$ cat config.mk
export PLATFORM = sky130hd
export DESIGN_NAME = gpmc_master
export DESIGN_NICKNAME = d
export VERILOG_FILES = /design/src/rtl/gpmc_pkg.sv /design/src/rtl/gpmc_clkgen.sv /design/src/rtl/gpmc_master.sv
export SDC_FILE = /design/constraint.sdc
export NUM_CORES = 1
export LEC_CHECK = 0
export CAP_MARGIN = 30
export CORE_AREA = 2 2 81 75
export DETAILED_ROUTE_END_ITERATION = 12
export DIE_AREA = 0 0 83 77
export GPL_TIMING_DRIVEN = 0
export MAX_ROUTING_LAYER = met4
export PLACE_DENSITY = 0.8
export SLEW_MARGIN = 20
export SYNTH_ARGS = -nofsm -noshare
export SYNTH_HDL_FRONTEND = slang
export SYNTH_HIERARCHICAL = 1
export SYNTH_SLANG_ARGS = --single-unit
$ cat constraint.sdc
create_clock -name clk -period 3.7 [get_ports clk]
set_input_delay 0.925 -clock clk [delete_from_list [all_inputs] [get_ports clk]]
set_output_delay 0.925 -clock clk [all_outputs]
set_load 0.01 [all_outputs]
$ cat src/rtl/gpmc_pkg.sv
// gpmc_pkg: shared types and defaults for the GPMC initiator.
//   state_t      - access sequencer states
//   strobes_t    - the four active-low bus strobes, grouped
//   STROBES_IDLE - all strobes deasserted
//   DEF_*        - default timing, in gpmc_clk periods (CLK_HALF in clk cycles)
package gpmc_pkg;

    typedef enum logic [1:0] {
        ST_IDLE,
        ST_ADDR,
        ST_DATA,
        ST_TURN
    } state_t;

    typedef struct packed {
        logic csn;
        logic advn;
        logic wein;
        logic oen;
    } strobes_t;

    localparam strobes_t STROBES_IDLE = 4'b1111;

    localparam int DEF_CLK_HALF = 1;
    localparam int DEF_RD_LAT   = 2;
    localparam int DEF_WR_HOLD  = 1;
    localparam int DEF_TURN     = 1;

    function automatic int max3(input int a, input int b, input int c);
        int m;
        m = (a > b) ? a : b;
        return (m > c) ? m : c;
    endfunction

endpackage

$ cat src/rtl/gpmc_clkgen.sv
// gpmc_clkgen: bus clock generator for the GPMC initiator.
//   clk, rst   - system clock, synchronous active-high reset
//   en         - run; when low the counter is cleared and gpmc_clk held low
//   gpmc_clk   - registered bus clock: low for CLK_HALF cycles, then high
//   period_end - high on the last clk cycle of each bus period
module gpmc_clkgen
    import gpmc_pkg::*;
#(
    parameter int CLK_HALF = DEF_CLK_HALF
) (
    input  logic clk,
    input  logic rst,
    input  logic en,
    output logic gpmc_clk,
    output logic period_end
);

    localparam int PERIOD = 2 * CLK_HALF;
    localparam int CNT_W  = $clog2(PERIOD);

    logic [CNT_W-1:0] cnt_q, cnt_d;
    logic             clk_q, clk_d;

    // NOTE: every combinational output gets a default before any branch, so no
    // path leaves a value unassigned and no latch is inferred.
    always_comb begin
        cnt_d = '0;
        if (en) begin
            cnt_d = (cnt_q == CNT_W'(PERIOD - 1)) ? '0 : cnt_q + CNT_W'(1);
        end
        // Registering the clock from the next count keeps gpmc_clk glitch-free
        // while still lining up with cnt_q in the same cycle.
        clk_d = (cnt_d >= CNT_W'(CLK_HALF));
    end

    assign period_end = en && (cnt_q == CNT_W'(PERIOD - 1));
    assign gpmc_clk   = clk_q;

    // NOTE: state registers use non-blocking assignments so every flop samples
    // the pre-edge values, independent of statement order.
    always_ff @(posedge clk) begin
        if (rst) begin
            cnt_q <= '0;
            clk_q <= 1'b0;
        end else begin
            cnt_q <= cnt_d;
            clk_q <= clk_d;
        end
    end

endmodule

$ cat src/rtl/gpmc_master.sv
// gpmc_master: synchronous GPMC initiator, one single-word access per request.
//   clk, rst                 - system clock, synchronous active-high reset
//   req_valid/ready/we/addr/wdata - request handshake and payload
//   rsp_valid, rsp_rdata     - one-cycle completion pulse, read data
//   gpmc_clk/csn/advn/wein/oen - bus clock and active-low strobes (registered)
//   gpmc_ad_o, gpmc_ad_oe    - AD drive value and enable (tristate built above)
//   gpmc_ad_i                - AD sampled value
//   gpmc_wait                - only with GPMC_WAIT_EN: stretches DATA by periods
// Sequence: IDLE -> ADDR (1 period) -> DATA (WR_HOLD/RD_LAT periods) -> TURN.
// Define GPMC_WAIT_EN to add the gpmc_wait input.
module gpmc_master
    import gpmc_pkg::*;
#(
    parameter int ADDR_WIDTH = 4,
    parameter int DATA_WIDTH = 16,
    parameter int CLK_HALF   = DEF_CLK_HALF,
    parameter int RD_LAT     = DEF_RD_LAT,
    parameter int WR_HOLD    = DEF_WR_HOLD,
    parameter int TURN       = DEF_TURN
) (
    input  logic                  clk,
    input  logic                  rst,
    input  logic                  req_valid,
    output logic                  req_ready,
    input  logic                  req_we,
    input  logic [ADDR_WIDTH-1:0] req_addr,
    input  logic [DATA_WIDTH-1:0] req_wdata,
    output logic                  rsp_valid,
    output logic [DATA_WIDTH-1:0] rsp_rdata,
    output logic                  gpmc_clk,
    output logic                  gpmc_csn,
    output logic                  gpmc_advn,
    output logic                  gpmc_wein,
    output logic                  gpmc_oen,
    output logic [DATA_WIDTH-1:0] gpmc_ad_o,
    output logic                  gpmc_ad_oe,
    input  logic [DATA_WIDTH-1:0] gpmc_ad_i
`ifdef GPMC_WAIT_EN
    ,
    input  logic                  gpmc_wait
`endif
);

    localparam int PH_W = $clog2(max3(RD_LAT, WR_HOLD, TURN) + 1);

    state_t                state_q, state_d;
    logic [PH_W-1:0]       ph_cnt_q, ph_cnt_d;
    logic [PH_W-1:0]       ph_last;
    logic                  we_q, we_d;
    logic [ADDR_WIDTH-1:0] addr_q, addr_d;
    logic [DATA_WIDTH-1:0] wdata_q, wdata_d;
    strobes_t              strb_q, strb_d;
    logic                  ad_oe_q, ad_oe_d;
    logic [DATA_WIDTH-1:0] ad_o_q, ad_o_d;
    logic                  rsp_valid_q, rsp_valid_d;
    logic [DATA_WIDTH-1:0] rdata_q, rdata_d;
    logic                  ready_q, ready_d;
    logic                  period_end;
    logic                  last_period;
    logic                  data_wait;

`ifdef GPMC_WAIT_EN
    assign data_wait = gpmc_wait;
`else
    assign data_wait = 1'b0;
`endif

    gpmc_clkgen #(
        .CLK_HALF (CLK_HALF)
    ) u_clkgen (
        .clk        (clk),
        .rst        (rst),
        .en         (state_q != ST_IDLE),
        .gpmc_clk   (gpmc_clk),
        .period_end (period_end)
    );

    // Sequencer: phases advance only on period boundaries; ph_cnt counts
    // completed periods within the current phase.
    always_comb begin
        state_d     = state_q;
        ph_cnt_d    = ph_cnt_q;
        we_d        = we_q;
        addr_d      = addr_q;
        wdata_d     = wdata_q;
        rsp_valid_d = 1'b0;
        rdata_d     = rdata_q;
        ph_last     = '0;

        case (state_q)
            ST_DATA: ph_last = we_q ? PH_W'(WR_HOLD - 1) : PH_W'(RD_LAT - 1);
            ST_TURN: ph_last = PH_W'(TURN - 1);
            default: ph_last = '0;
        endcase
        last_period = period_end && (ph_cnt_q == ph_last);

        case (state_q)
            ST_IDLE: begin
                if (req_valid && ready_q) begin
                    we_d     = req_we;
                    addr_d   = req_addr;
                    wdata_d  = req_wdata;
                    ph_cnt_d = '0;
                    state_d  = ST_ADDR;
                end
            end
            ST_ADDR, ST_TURN: begin
                if (last_period) begin
                    ph_cnt_d = '0;
                    state_d  = (state_q == ST_ADDR) ? ST_DATA : ST_IDLE;
                end else if (period_end) begin
                    ph_cnt_d = ph_cnt_q + PH_W'(1);
                end
            end
            ST_DATA: begin
                // A waited period is simply repeated: the count does not move,
                // so the read sample point slides out with it.
                if (period_end && !data_wait) begin
                    if (ph_cnt_q == ph_last) begin
                        ph_cnt_d    = '0;
                        state_d     = ST_TURN;
                        rsp_valid_d = 1'b1;
                        if (!we_q) begin
                            rdata_d = gpmc_ad_i;
                        end
                    end else begin
                        ph_cnt_d = ph_cnt_q + PH_W'(1);
                    end
                end
            end
            default: state_d = ST_IDLE;
        endcase
    end

    // Bus outputs are decoded from the next state and registered, so they
    // change exactly with state_q and never glitch.
    always_comb begin
        strb_d  = STROBES_IDLE;
        ad_oe_d = 1'b0;
        ad_o_d  = '0;
        ready_d = 1'b0;
        case (state_d)
            ST_IDLE: ready_d = 1'b1;
            ST_ADDR: begin
                strb_d.csn  = 1'b0;
                strb_d.advn = 1'b0;
                ad_oe_d     = 1'b1;
                ad_o_d      = DATA_WIDTH'(addr_d);
            end
            ST_DATA: begin
                strb_d.csn = 1'b0;
                if (we_d) begin
                    strb_d.wein = 1'b0;
                    ad_oe_d     = 1'b1;
                    ad_o_d      = wdata_d;
                end else begin
                    // Driver released in the same cycle oen falls.
                    strb_d.oen = 1'b0;
                end
            end
            default: ;
        endcase
    end

    always_ff @(posedge clk) begin
        if (rst) begin
            state_q     <= ST_IDLE;
            ph_cnt_q    <= '0;
            strb_q      <= STROBES_IDLE;
            ad_oe_q     <= 1'b0;
            ad_o_q      <= '0;
            rsp_valid_q <= 1'b0;
            rdata_q     <= '0;
            ready_q     <= 1'b0;
        end else begin
            state_q     <= state_d;
            ph_cnt_q    <= ph_cnt_d;
            strb_q      <= strb_d;
            ad_oe_q     <= ad_oe_d;
            ad_o_q      <= ad_o_d;
            rsp_valid_q <= rsp_valid_d;
            rdata_q     <= rdata_d;
            ready_q     <= ready_d;
        end
    end

    // NOTE: the latched request payload has no reset; it is always loaded at
    // accept before anything downstream looks at it.
    always_ff @(posedge clk) begin
        we_q    <= we_d;
        addr_q  <= addr_d;
        wdata_q <= wdata_d;
    end

    assign req_ready  = ready_q;
    assign rsp_valid  = rsp_valid_q;
    assign rsp_rdata  = rdata_q;
    assign gpmc_csn   = strb_q.csn;
    assign gpmc_advn  = strb_q.advn;
    assign gpmc_wein  = strb_q.wein;
    assign gpmc_oen   = strb_q.oen;
    assign gpmc_ad_oe = ad_oe_q;
    assign gpmc_ad_o  = ad_o_q;

endmodule

==> flow_metrics.env <==
export IMPL_fp_dieW_um=83
export IMPL_power_density_mw_per_mm2=499
export IMPL_synth_compound_area_frac=0.0954
export IMPL_dieArea_sq_mm=0.00639
export IMPL_cts_root_buf="clkbuf_8"
export IMPL_synthAdderAreaFrac=0.0155
export IMPL_period_share=0.928
export IMPL_maxCapViolCount=0
export IMPL_status="finished clean"
export IMPL_ys_warn_count=6
export IMPL_synth_top_family_by_area="simple AND/OR/NAND/NOR gates"
export IMPL_p_leak_nw=1.30
export IMPL_hold_path_depth=2
export IMPL_slew_viol_final=0
export IMPL_drive_above_1_share=0.169
export IMPL_start_kind="input port"
export IMPL_critPathMaxFanout=10
export IMPL_num_vias=1932
export IMPL_setup_viol=0
export IMPL_final_util=0.639
export IMPL_critPathBufInv=5
export IMPL_critical_path_top_delay_family="buffers and inverters"
export IMPL_worstSetupPathType="input port to flop"
export IMPL_wire_per_inst_um=13.9
export IMPL_grt_pass1_wl_um=9030
export IMPL_gp_congestion=0.769
export IMPL_hold_ws_ns=0.458
export IMPL_gr_total_overflow=0
export IMPL_worst_pin_slew_ns=0.570
export IMPL_holdBufCountCts=0
export IMPL_yosysUniqueCellTypes=36
export IMPL_post_cts_buffers=0
export IMPL_first_pass_iters=4
export IMPL_setup_slack_ns=0.265
export IMPL_core_area_sq_mm=0.00556
export IMPL_min_period_ns=3.43
export IMPL_ant_nets=0
export IMPL_slowest_delay_ns=0.49
export IMPL_max_slew_margin_rel=0.620
export IMPL_hold_viol=0
export IMPL_antenna_cells=0
export IMPL_drt_iter0_drc=41
export IMPL_grtUsageTotal=0.181
export IMPL_worstSetupEndpointType="flop"
export IMPL_synthXorXnorAreaFrac=0.00722
export IMPL_io_pins=80
export IMPL_cts_max_path_buffers=2
export IMPL_dpl_hpwl_um=3830
export IMPL_grt_max_degree=13
export IMPL_synthToLayoutAreaGrowth_pct=46.5
export IMPL_drc=0
export IMPL_hold_path_class="flop to flop"
export IMPL_routed_via_density=4.97
export IMPL_syn_area_sq_mm=0.00243
export IMPL_syn_avg_cell_area_sq_um=10.8
export IMPL_skew_ns=0.00844
export IMPL_nets=357
export IMPL_htreeDepth=3
export IMPL_num_rows=26
export IMPL_peakVddDrop_mv=0.271
export IMPL_yosys_area_share_simple=0.171
export IMPL_tritoncts_num_buffers=9
export IMPL_dp_slack_ns=-0.127
export IMPL_syn_nets=267
export IMPL_cp_depth=11
export IMPL_start_util=0.436
export IMPL_seq_area_frac_synth=0.536
export IMPL_rsz0062_at_grt="false"
export IMPL_chipHeight_um=77
export IMPL_grt_pass1_vias=1885
export IMPL_synth_cells=224
export IMPL_worstPathRequired_ns=3.89
export IMPL_crit_path_top_delay_cell="clkbuf_1"
export IMPL_path_cells="clkdlybuf4s50_1, nor4bb_1, buf_4, buf_8, buf_12, a221oi_2, ha_1, nor2b_1, nand2_1, clkbuf_1, o22ai_1"
export IMPL_wirelength_um=5410
export IMPL_fmax_mhz=291
export IMPL_io_buffer_count=79
export IMPL_power_mw=1.77
export IMPL_numClockSinks=65
export IMPL_arrival_ns=3.62
export IMPL_cts_resized=0
export IMPL_synth_mux_area_frac=0.119
export IMPL_cts_tree="built"
export IMPL_insertion_delay_ns=0.33
export IMPL_antenna_found_initial=0
export IMPL_reg2reg_depth=9
export IMPL_ys_seq_elements=65
export IMPL_clkTransAtPathRegs_ns=0.07
## area by class of cell
type | count | area (sq um)
buffer | 16 | 103
timing repair buffer | 79 | 791
fill | 444 | 2010
clock buffer | 10 | 138
multi-input combinational | 134 | 990
tap | 70 | 87.6
inverter | 9 | 33.8
clock inverter | 6 | 114
sequential | 65 | 1300
## cells by family after synthesis
kind of cell / count (synthesis)
compound gates: 42
xor+xnor: 2
fa+ha+maj: 3
buf+inv: 25
flops: 65
mux: 26
simple gates: 61
## synth_stat cells
cell type  instances  area share
dfxtp_1           65        0.54
o21ai_0           18       0.037
a21oi_1           17       0.035
mux2_2            16       0.074
nand3_1           16       0.033
nand2_1           11       0.017
inv_1              9       0.014
nor3b_2            9       0.046
clkbuf_1           8       0.012
mux2i_1            5       0.021
mux2_1             4       0.019
nor3b_1            4       0.012
o22ai_1            4       0.010
buf_2              3      0.0062
ha_1               3       0.015
nand2b_1           3      0.0077
nor2_1             3      0.0046
nor2b_1            3      0.0077
nor4bb_1           3       0.012
nand3b_1           2      0.0062
or2_2              2      0.0052
or3b_2             2      0.0072
a221oi_2           1      0.0062
a31o_1             1      0.0036
and2_1             1      0.0026
buf_1              1      0.0015
buf_12             1      0.0082
buf_4              1      0.0031
buf_6              1      0.0046
buf_8              1      0.0062
mux2i_2            1      0.0057
nand4bb_1          1      0.0046
nor4b_1            1      0.0036
o21bai_1           1      0.0031
xnor2_1            1      0.0036
xor2_1             1      0.0036
## worst min-delay path, stage by stage, from the launching register on
cell and delay (ns):
dfxtp_1 0.31, mux2i_1 0.07, inv_1 0.05
## stage by stage
| step | cell area, sq um | setup TNS, ns | cells |
|---|---|---|---|
| final | 3560 | 0 | 389 |
| after global routing | 3560 | 0 | 389 |
| after global placement | 3310 | -0.328 | 373 |
| after detailed placement | 3310 | -0.819 | 373 |
| after floorplan | 2430 | 0 | 224 |
| after CTS | 3560 | 0 | 389 |
## sequential cells by signal, summed over array words and instances (netlist names), 2 cells and up
| name | count |
|---|---|
| wdata_q | 16 |
| state_q | 2 |
| rsp_rdata | 16 |
| gpmc_ad_o | 16 |
| ph_cnt_q | 2 |
| addr_q | 4 |
## layout by cell type (no fill, tap or decap), drive strengths merged, types with 2 or more instances in the layout
cell type and n:
clkdlybuf4s50 79, nand3 16, mux2 20, or2 2
ha 3, clkinvlp 2, bufinv 3, o21ai 18
dfxtp 65, o22ai 4, nand3b 2, or3b 2
clkbuf 18, mux2i 6, nand2 11, a21oi 17
inv 10, nand2b 3, nor4bb 3, nor2 3
buf 8, nor2b 3, nor3b 13
## path summary, 6_finish.rpt
| path | slack [ns] | end | start |
|---|---|---|---|
| max | 0.27 | gpmc_ad_o[0] | req_valid |
| min | 0.46 | addr_q[0] | addr_q[0] |
| max reg2reg | 0.49 | gpmc_ad_o[0] | state_q[0] |
| min reg2reg | 0.46 | addr_q[0] | addr_q[0] |
## power by group
| group | total (mW) | switching, mW | internal, mW |
|---|---|---|---|
| clock | 0.735 | 0.267 | 0.468 |
| sequential | 0.794 | 0.0213 | 0.773 |
| combinational | 0.244 | 0.102 | 0.142 |
## layer usage
| metal | vias to the layer above | track usage | share of wire |
|---|---|---|---|
| li1 | 959 | - | - |
| met1 | 920 | 0.210 | 0.42 |
| met2 | 46 | 0.294 | 0.52 |
| met3 | 7 | 0.0581 | 0.043 |
| met4 | 0 | 0.0689 | 0.011 |
| met5 | - | - | 0 |
Note: power is estimated with default switching activity, not from simulation.
